**config.mk**
```make
export PLATFORM = sky130hd
export DESIGN_NAME = piso_serializer
export DESIGN_NICKNAME = d
export VERILOG_FILES = /design/src/rtl/piso_serializer.sv
export SDC_FILE = /design/constraint.sdc
export NUM_CORES = 1
export LEC_CHECK = 0
export BUFFER_PORTS_ARGS = -buffer_cell sky130_fd_sc_hd__buf_2
export CAP_MARGIN = 10
export CORE_MARGIN = 2
export CORE_UTILIZATION = 44
export DETAILED_ROUTE_END_ITERATION = 10
export GPL_ROUTABILITY_DRIVEN = 0
export PLACE_DENSITY_LB_ADDON = 0.08
export SLEW_MARGIN = 10
export SYNTH_ARGS = -nofsm -noshare
export SYNTH_HDL_FRONTEND = slang
export SYNTH_SLANG_ARGS = --single-unit
```
**constraint.sdc**
```tcl
create_clock -name clk -period 1.3 [get_ports clk]
set_input_delay 0.13 -clock clk [delete_from_list [all_inputs] [get_ports clk]]
set_output_delay 0.13 -clock clk [all_outputs]
set_load 0.005 [all_outputs]
```
**src/rtl/piso_serializer.sv**
```systemverilog
`default_nettype none
// ============================================================================
//  Module      : piso_serializer
//  Description : Parallel-in / serial-out shifter. A WIDTH-bit word accepted
//                on a din_valid/din_ready handshake is emitted MSB first, one
//                bit per clock, on ser_out with ser_valid high. A new word
//                may be accepted in the final output cycle of the current
//                word, so back-to-back words form a gap-free stream.
//  Option      : PISO_PARITY_EN - when defined, an even-parity bit (XOR of
//                the captured word) follows the data bits, giving a word
//                period of WIDTH+1 cycles instead of WIDTH.
//  Ports       : clk       - rising-edge clock
//                rstn      - asynchronous active-low reset
//                din       - parallel word to serialize
//                din_valid - din holds a word to load
//                din_ready - block accepts din this cycle
//                ser_out   - serial bit stream (registered)
//                ser_valid - ser_out carries a valid bit (registered)
//                busy      - a word is being shifted out
//  Revision    : 1.0 - initial release
// ============================================================================
module piso_serializer #(
    parameter int WIDTH = 8
) (
    input  logic             clk,
    input  logic             rstn,
    input  logic [WIDTH-1:0] din,
    input  logic             din_valid,
    output logic             din_ready,
    output logic             ser_out,
    output logic             ser_valid,
    output logic             busy
);

    localparam int               C_CNT_W    = $clog2(WIDTH);
    localparam logic [C_CNT_W-1:0] C_CNT_LAST = C_CNT_W'(WIDTH - 1);

    typedef enum logic [1:0] {
        IDLE   = 2'd0,
        SHIFT  = 2'd1
`ifdef PISO_PARITY_EN
        ,
        PARITY = 2'd2
`endif
    } state_t;

    state_t               r_state;
    logic [WIDTH-1:0]     r_shift;
    logic [C_CNT_W-1:0]   r_cnt;
    logic                 r_ser_out;
    logic                 r_ser_valid;

    state_t               w_nxt_state;
    logic [WIDTH-1:0]     w_nxt_shift;
    logic [C_CNT_W-1:0]   w_nxt_cnt;
    logic                 w_nxt_ser_out;
    logic                 w_nxt_ser_valid;

    logic                 w_last_data;
    logic                 w_final;
    logic                 w_accept;

`ifdef PISO_PARITY_EN
    logic                 r_par;
    logic                 w_nxt_par;
`endif

    // Counter reaching zero in SHIFT means the last data bit is on ser_out.
    assign w_last_data = (r_state == SHIFT) && (r_cnt == '0);

`ifdef PISO_PARITY_EN
    assign w_final = (r_state == PARITY);
`else
    assign w_final = w_last_data;
`endif

    // Ready depends on state and counter only, never on din_valid.
    assign din_ready = (r_state == IDLE) || w_final;
    assign w_accept  = din_valid && din_ready;
    assign busy      = (r_state != IDLE);
    assign ser_out   = r_ser_out;
    assign ser_valid = r_ser_valid;

    // ------------------------------------------------------------------
    // Next-state and next-output logic
    // ------------------------------------------------------------------
    always_comb begin
        w_nxt_state     = r_state;
        w_nxt_shift     = r_shift;
        w_nxt_cnt       = r_cnt;
        w_nxt_ser_out   = r_ser_out;
        w_nxt_ser_valid = r_ser_valid;
`ifdef PISO_PARITY_EN
        w_nxt_par       = r_par;
`endif

        if (w_accept) begin
            // MSB goes straight to the output register; the shift register
            // keeps the remaining bits left-aligned.
            w_nxt_state     = SHIFT;
            w_nxt_shift     = {din[WIDTH-2:0], 1'b0};
            w_nxt_cnt       = C_CNT_LAST;
            w_nxt_ser_out   = din[WIDTH-1];
            w_nxt_ser_valid = 1'b1;
`ifdef PISO_PARITY_EN
            w_nxt_par       = ^din;
`endif
        end else begin
            case (r_state)
                IDLE: begin
                    w_nxt_ser_out   = 1'b0;
                    w_nxt_ser_valid = 1'b0;
                end
                SHIFT: begin
                    if (r_cnt != '0) begin
                        w_nxt_ser_out   = r_shift[WIDTH-1];
                        w_nxt_shift     = {r_shift[WIDTH-2:0], 1'b0};
                        w_nxt_cnt       = r_cnt - C_CNT_W'(1);
                        w_nxt_ser_valid = 1'b1;
                    end else begin
`ifdef PISO_PARITY_EN
                        w_nxt_state     = PARITY;
                        w_nxt_ser_out   = r_par;
                        w_nxt_ser_valid = 1'b1;
`else
                        w_nxt_state     = IDLE;
                        w_nxt_ser_out   = 1'b0;
                        w_nxt_ser_valid = 1'b0;
`endif
                    end
                end
`ifdef PISO_PARITY_EN
                PARITY: begin
                    w_nxt_state     = IDLE;
                    w_nxt_ser_out   = 1'b0;
                    w_nxt_ser_valid = 1'b0;
                end
`endif
                default: begin
                    w_nxt_state     = IDLE;
                    w_nxt_ser_out   = 1'b0;
                    w_nxt_ser_valid = 1'b0;
                end
            endcase
        end
    end

    // ------------------------------------------------------------------
    // State and datapath registers
    // ------------------------------------------------------------------
    always_ff @(posedge clk or negedge rstn) begin
        if (!rstn) begin
            r_state     <= IDLE;
            r_shift     <= '0;
            r_cnt       <= '0;
            r_ser_out   <= 1'b0;
            r_ser_valid <= 1'b0;
`ifdef PISO_PARITY_EN
            r_par       <= 1'b0;
`endif
        end else begin
            r_state     <= w_nxt_state;
            r_shift     <= w_nxt_shift;
            r_cnt       <= w_nxt_cnt;
            r_ser_out   <= w_nxt_ser_out;
            r_ser_valid <= w_nxt_ser_valid;
`ifdef PISO_PARITY_EN
            r_par       <= w_nxt_par;
`endif
        end
    end

endmodule
`default_nettype wire

```
==> reports/summary.json <==
{
  "synthesis.area_per_instance_um2": 11.0,
  "synth_fa_ha_area_share_pct": 4.20,
  "global_route.usage.met1_pct": 22.6,
  "max-clock-path-buffers": 2,
  "vdd.ir_drop.worst_v": 0.00126,
  "worst_setup_path_end_kind": "output port",
  "cts_max_level": 1,
  "sink_count_of_the_clock_tree": 13,
  "clock_root_cell": "clkbuf_4",
  "crit_arrival_ps": 1400,
  "grt_pass1_vias": 408,
  "cpMaxStageDelayCell": "dfrtp_1",
  "die_width_um": 40.8,
  "grt_busiest_layer": "met2",
  "port-buffer-count": 14,
  "cts.clk_slew.worst_paths_ps": 80,
  "post-route-drc-count": 0,
  "post_synth_mux_area_share_pct": 11.8,
  "synth_simple_gate_area_share_pct": 12.6,
  "die_area_um2": 1660,
  "power_per_cell_area_nw_per_um2": 2310,
  "drt_first_pass_iters": 2,
  "final_wirelength_um": 1350,
  "coreArea_um2": 1280,
  "initial_antenna_violation_count": 0,
  "timing.clock.skew_ps": 7.40,
  "grt_max_degree": 14,
  "synth.yosys.seq_area_share_pct": 54.6,
  "yosysUniqueCellTypes": 15,
  "num_rows": 13,
  "cp_max_fo": 3,
  "finalCriticalPeriod_ps": 1530,
  "yosysWarnings": 0,
  "ant_diodes": 0,
  "setup_total_negative_slack_ps": -1720,
  "worst_pin_slew_ps": 343,
  "synth-edff-count": 0,
  "worstSetupStartpointType": "flop",
  "critical_path.cell_chain": "inv_2 > ha_4 > ha_4 > nor2b_4 > buf_12 > inv_4 > buf_6",
  "track_usage_pct": 18.4,
  "critical_path_class": "flop to output port",
  "area_fraction_in_compound_gates_after_synthesis_pct": 10.3,
  "starting_density_of_the_core_pct": 46.3,
  "failed_checks": "setup timing",
  "report.final.hold_viol_count": 0,
  "synth_top_family_by_area": "simple AND/OR/NAND/NOR gates",
  "die_y_um": 40.8,
  "average_wire_per_cell_in_the_routed_design_um": 13.9,
  "dp.cells": 82,
  "grtUsageMet3_pct": 8.15,
  "routed-via-count": 484,
  "fmax_ghz": 0.654,
  "most-common-layout-cells": "buf_2 (13), dfrtp_1 (13), mux2i_1 (7), nand2_1 (6), buf_4 (6)",
  "final_cycle_share_pct": 118,
  "synth_xor_xnor_area_share_pct": 0,
  "totalPowerFinal_mw": 2.11,
  "vias_per_cell": 4.99,
  "dr.first_iter.drc_count": 3,
  "globalRoute.totalOverflow": 0,
  "ys_ff_latch": 13,
  "postSynthCellCount": 54,
  "layout.nets": 96,
  "finalSetupViolCount": 14,
  "cp.required_ps": 1170,
  "synth_top_flop_cell": "dfrtp_1",
  "post-dp-hpwl_um": 633,
  "async_reset_ff_share_pct": 100,
  "setup_repair_after_global_routing_missed_its_margin": "true",
  "met2_usage_pct": 25.4,
  "area_growth_syn_to_layout_pct": 53.6,
  "total_count_of_max_transition_violations_in_the_final_report": 0,
  "final_cell_count_no_fill": 97,
  "status": "finished, violations left",
  "min-delay-path-class": "input port to flop",
  "drive_above_1_share_pct": 54.9,
  "slowest_delay_ps": 370,
  "worst_slew_margin_rel_pct": 77.1,
  "cap_viol_max_count": 0,
  "clk_latency_ps": 280,
  "power.static_leakage_nw": 0.454,
  "tritoncts": "built",
  "synth.cell_area_um2": 596,
  "final_antenna_net_count": 0,
  "syn-num-nets": 67,
  "cts_made_buffers": 3,
  "crit_top_cell": "ha_4",
  "grt_pass1_wl_um": 1830,
  "final_critical_path_setup_slack_ps": -230,
  "design.portCount": 15
}
[cells in the mapped netlist, types with 2 or more instances]
master   number  share of area (%)
ha_1          2                4.2
inv_1         4                2.5
mux2i_1       7                 12
nand2_1       8                5.0
or2_2         2                2.1
o21ai_0       4                3.4
a21oi_1       3                2.5
dfrtp_1      13                 55
nor3_1        3                2.5
o21ai_2       3                4.4
[final cells by class]
| type | count | area, µm² |
|---|---|---|
| clock buffer | 4 | 26.3 |
| tap | 15 | 18.8 |
| multi-input combinational | 34 | 277 |
| timing repair buffer | 27 | 250 |
| inverter | 4 | 17.5 |
| fill | 101 | 370 |
| sequential | 13 | 325 |
[through the flow]
step / setup slack (ps) / instance area, µm² / hold WS [ps] / util, %
floorplan: 8.94 / 596 / -166 / -
global placement: -28.8 / 688 / 34.5 / 53.6
detailed placement: -59.1 / 688 / 32.3 / 53.6
CTS: -221 / 820 / 94.0 / 63.8
global route: -293 / 915 / 88.4 / 71.2
finish: -230 / 915 / 92.3 / 71.2
[report_power, final]
| group | internal (mW) | total (mW) | switching (mW) | leakage, nW |
|---|---|---|---|---|
| clock | 0.119 | 0.250 | 0.131 | 0.0150 |
| combinational | 0.727 | 1.22 | 0.488 | 0.279 |
| sequential | 0.560 | 0.648 | 0.0881 | 0.160 |
[flip-flops by register name (all words and copies together), names as in the netlist]
register and flops:
r_shift 7, ser_valid 1, r_cnt 3, r_state 1
ser_out 1
[layer usage]
metal / wire length (µm) / up-vias / part of all wire (%)
li1: - / 237 / -
met3: 62 / 5 / 4.6
met1: 567 / 231 / 42
met4: 31 / 0 / 2.3
met2: 683 / 11 / 51
met5: 0 / - / 0
[worst paths after layout]
path | start | endpoint | slack, ps | cells past startpoint
worst min-delay path | din[7] | ser_out | 90 | 3
max in group asynchronous | rstn | r_shift[5] | 820 | 2
worst max-delay path | r_cnt[1] | din_ready | -230 | 7
min in group asynchronous | rstn | r_state[0] | 250 | 2
worst min register to register | r_shift[5] | r_shift[6] | 490 | 2
worst max register to register | r_cnt[1] | r_cnt[1] | -140 | 9
[what timing repair did]
item / in CTS / in global routing
hold buffers: 1 / 0
resized for setup: 8 / 14
setup buffers: 4 / 4
pin swaps: 2 / 3
cloned: 1 / 1
hold endpoints to repair: 13 / 0
endpoints found under the setup margin: 9 / 14
[logic make-up (layout without fill, tap and decap cells)]
logic type / after synthesis / after routing
adder cells (fa/ha/maj): 2 / 2
buffers and inverters: 7 / 35
multiplexers: 7 / 7
flip-flops: 13 / 13
AND/OR/NAND/NOR: 15 / 15
AO/OA/AOI/OAI: 10 / 10
[critical path, delay by kind of cell (launching register included)]
family                   cells  cell delay, ps
adder cells (fa/ha/maj)      2             310
flip-flops                   1             370
AND/OR/NAND/NOR              1             130
buffers and inverters        4             310
Power figures use the tool's default switching activity.
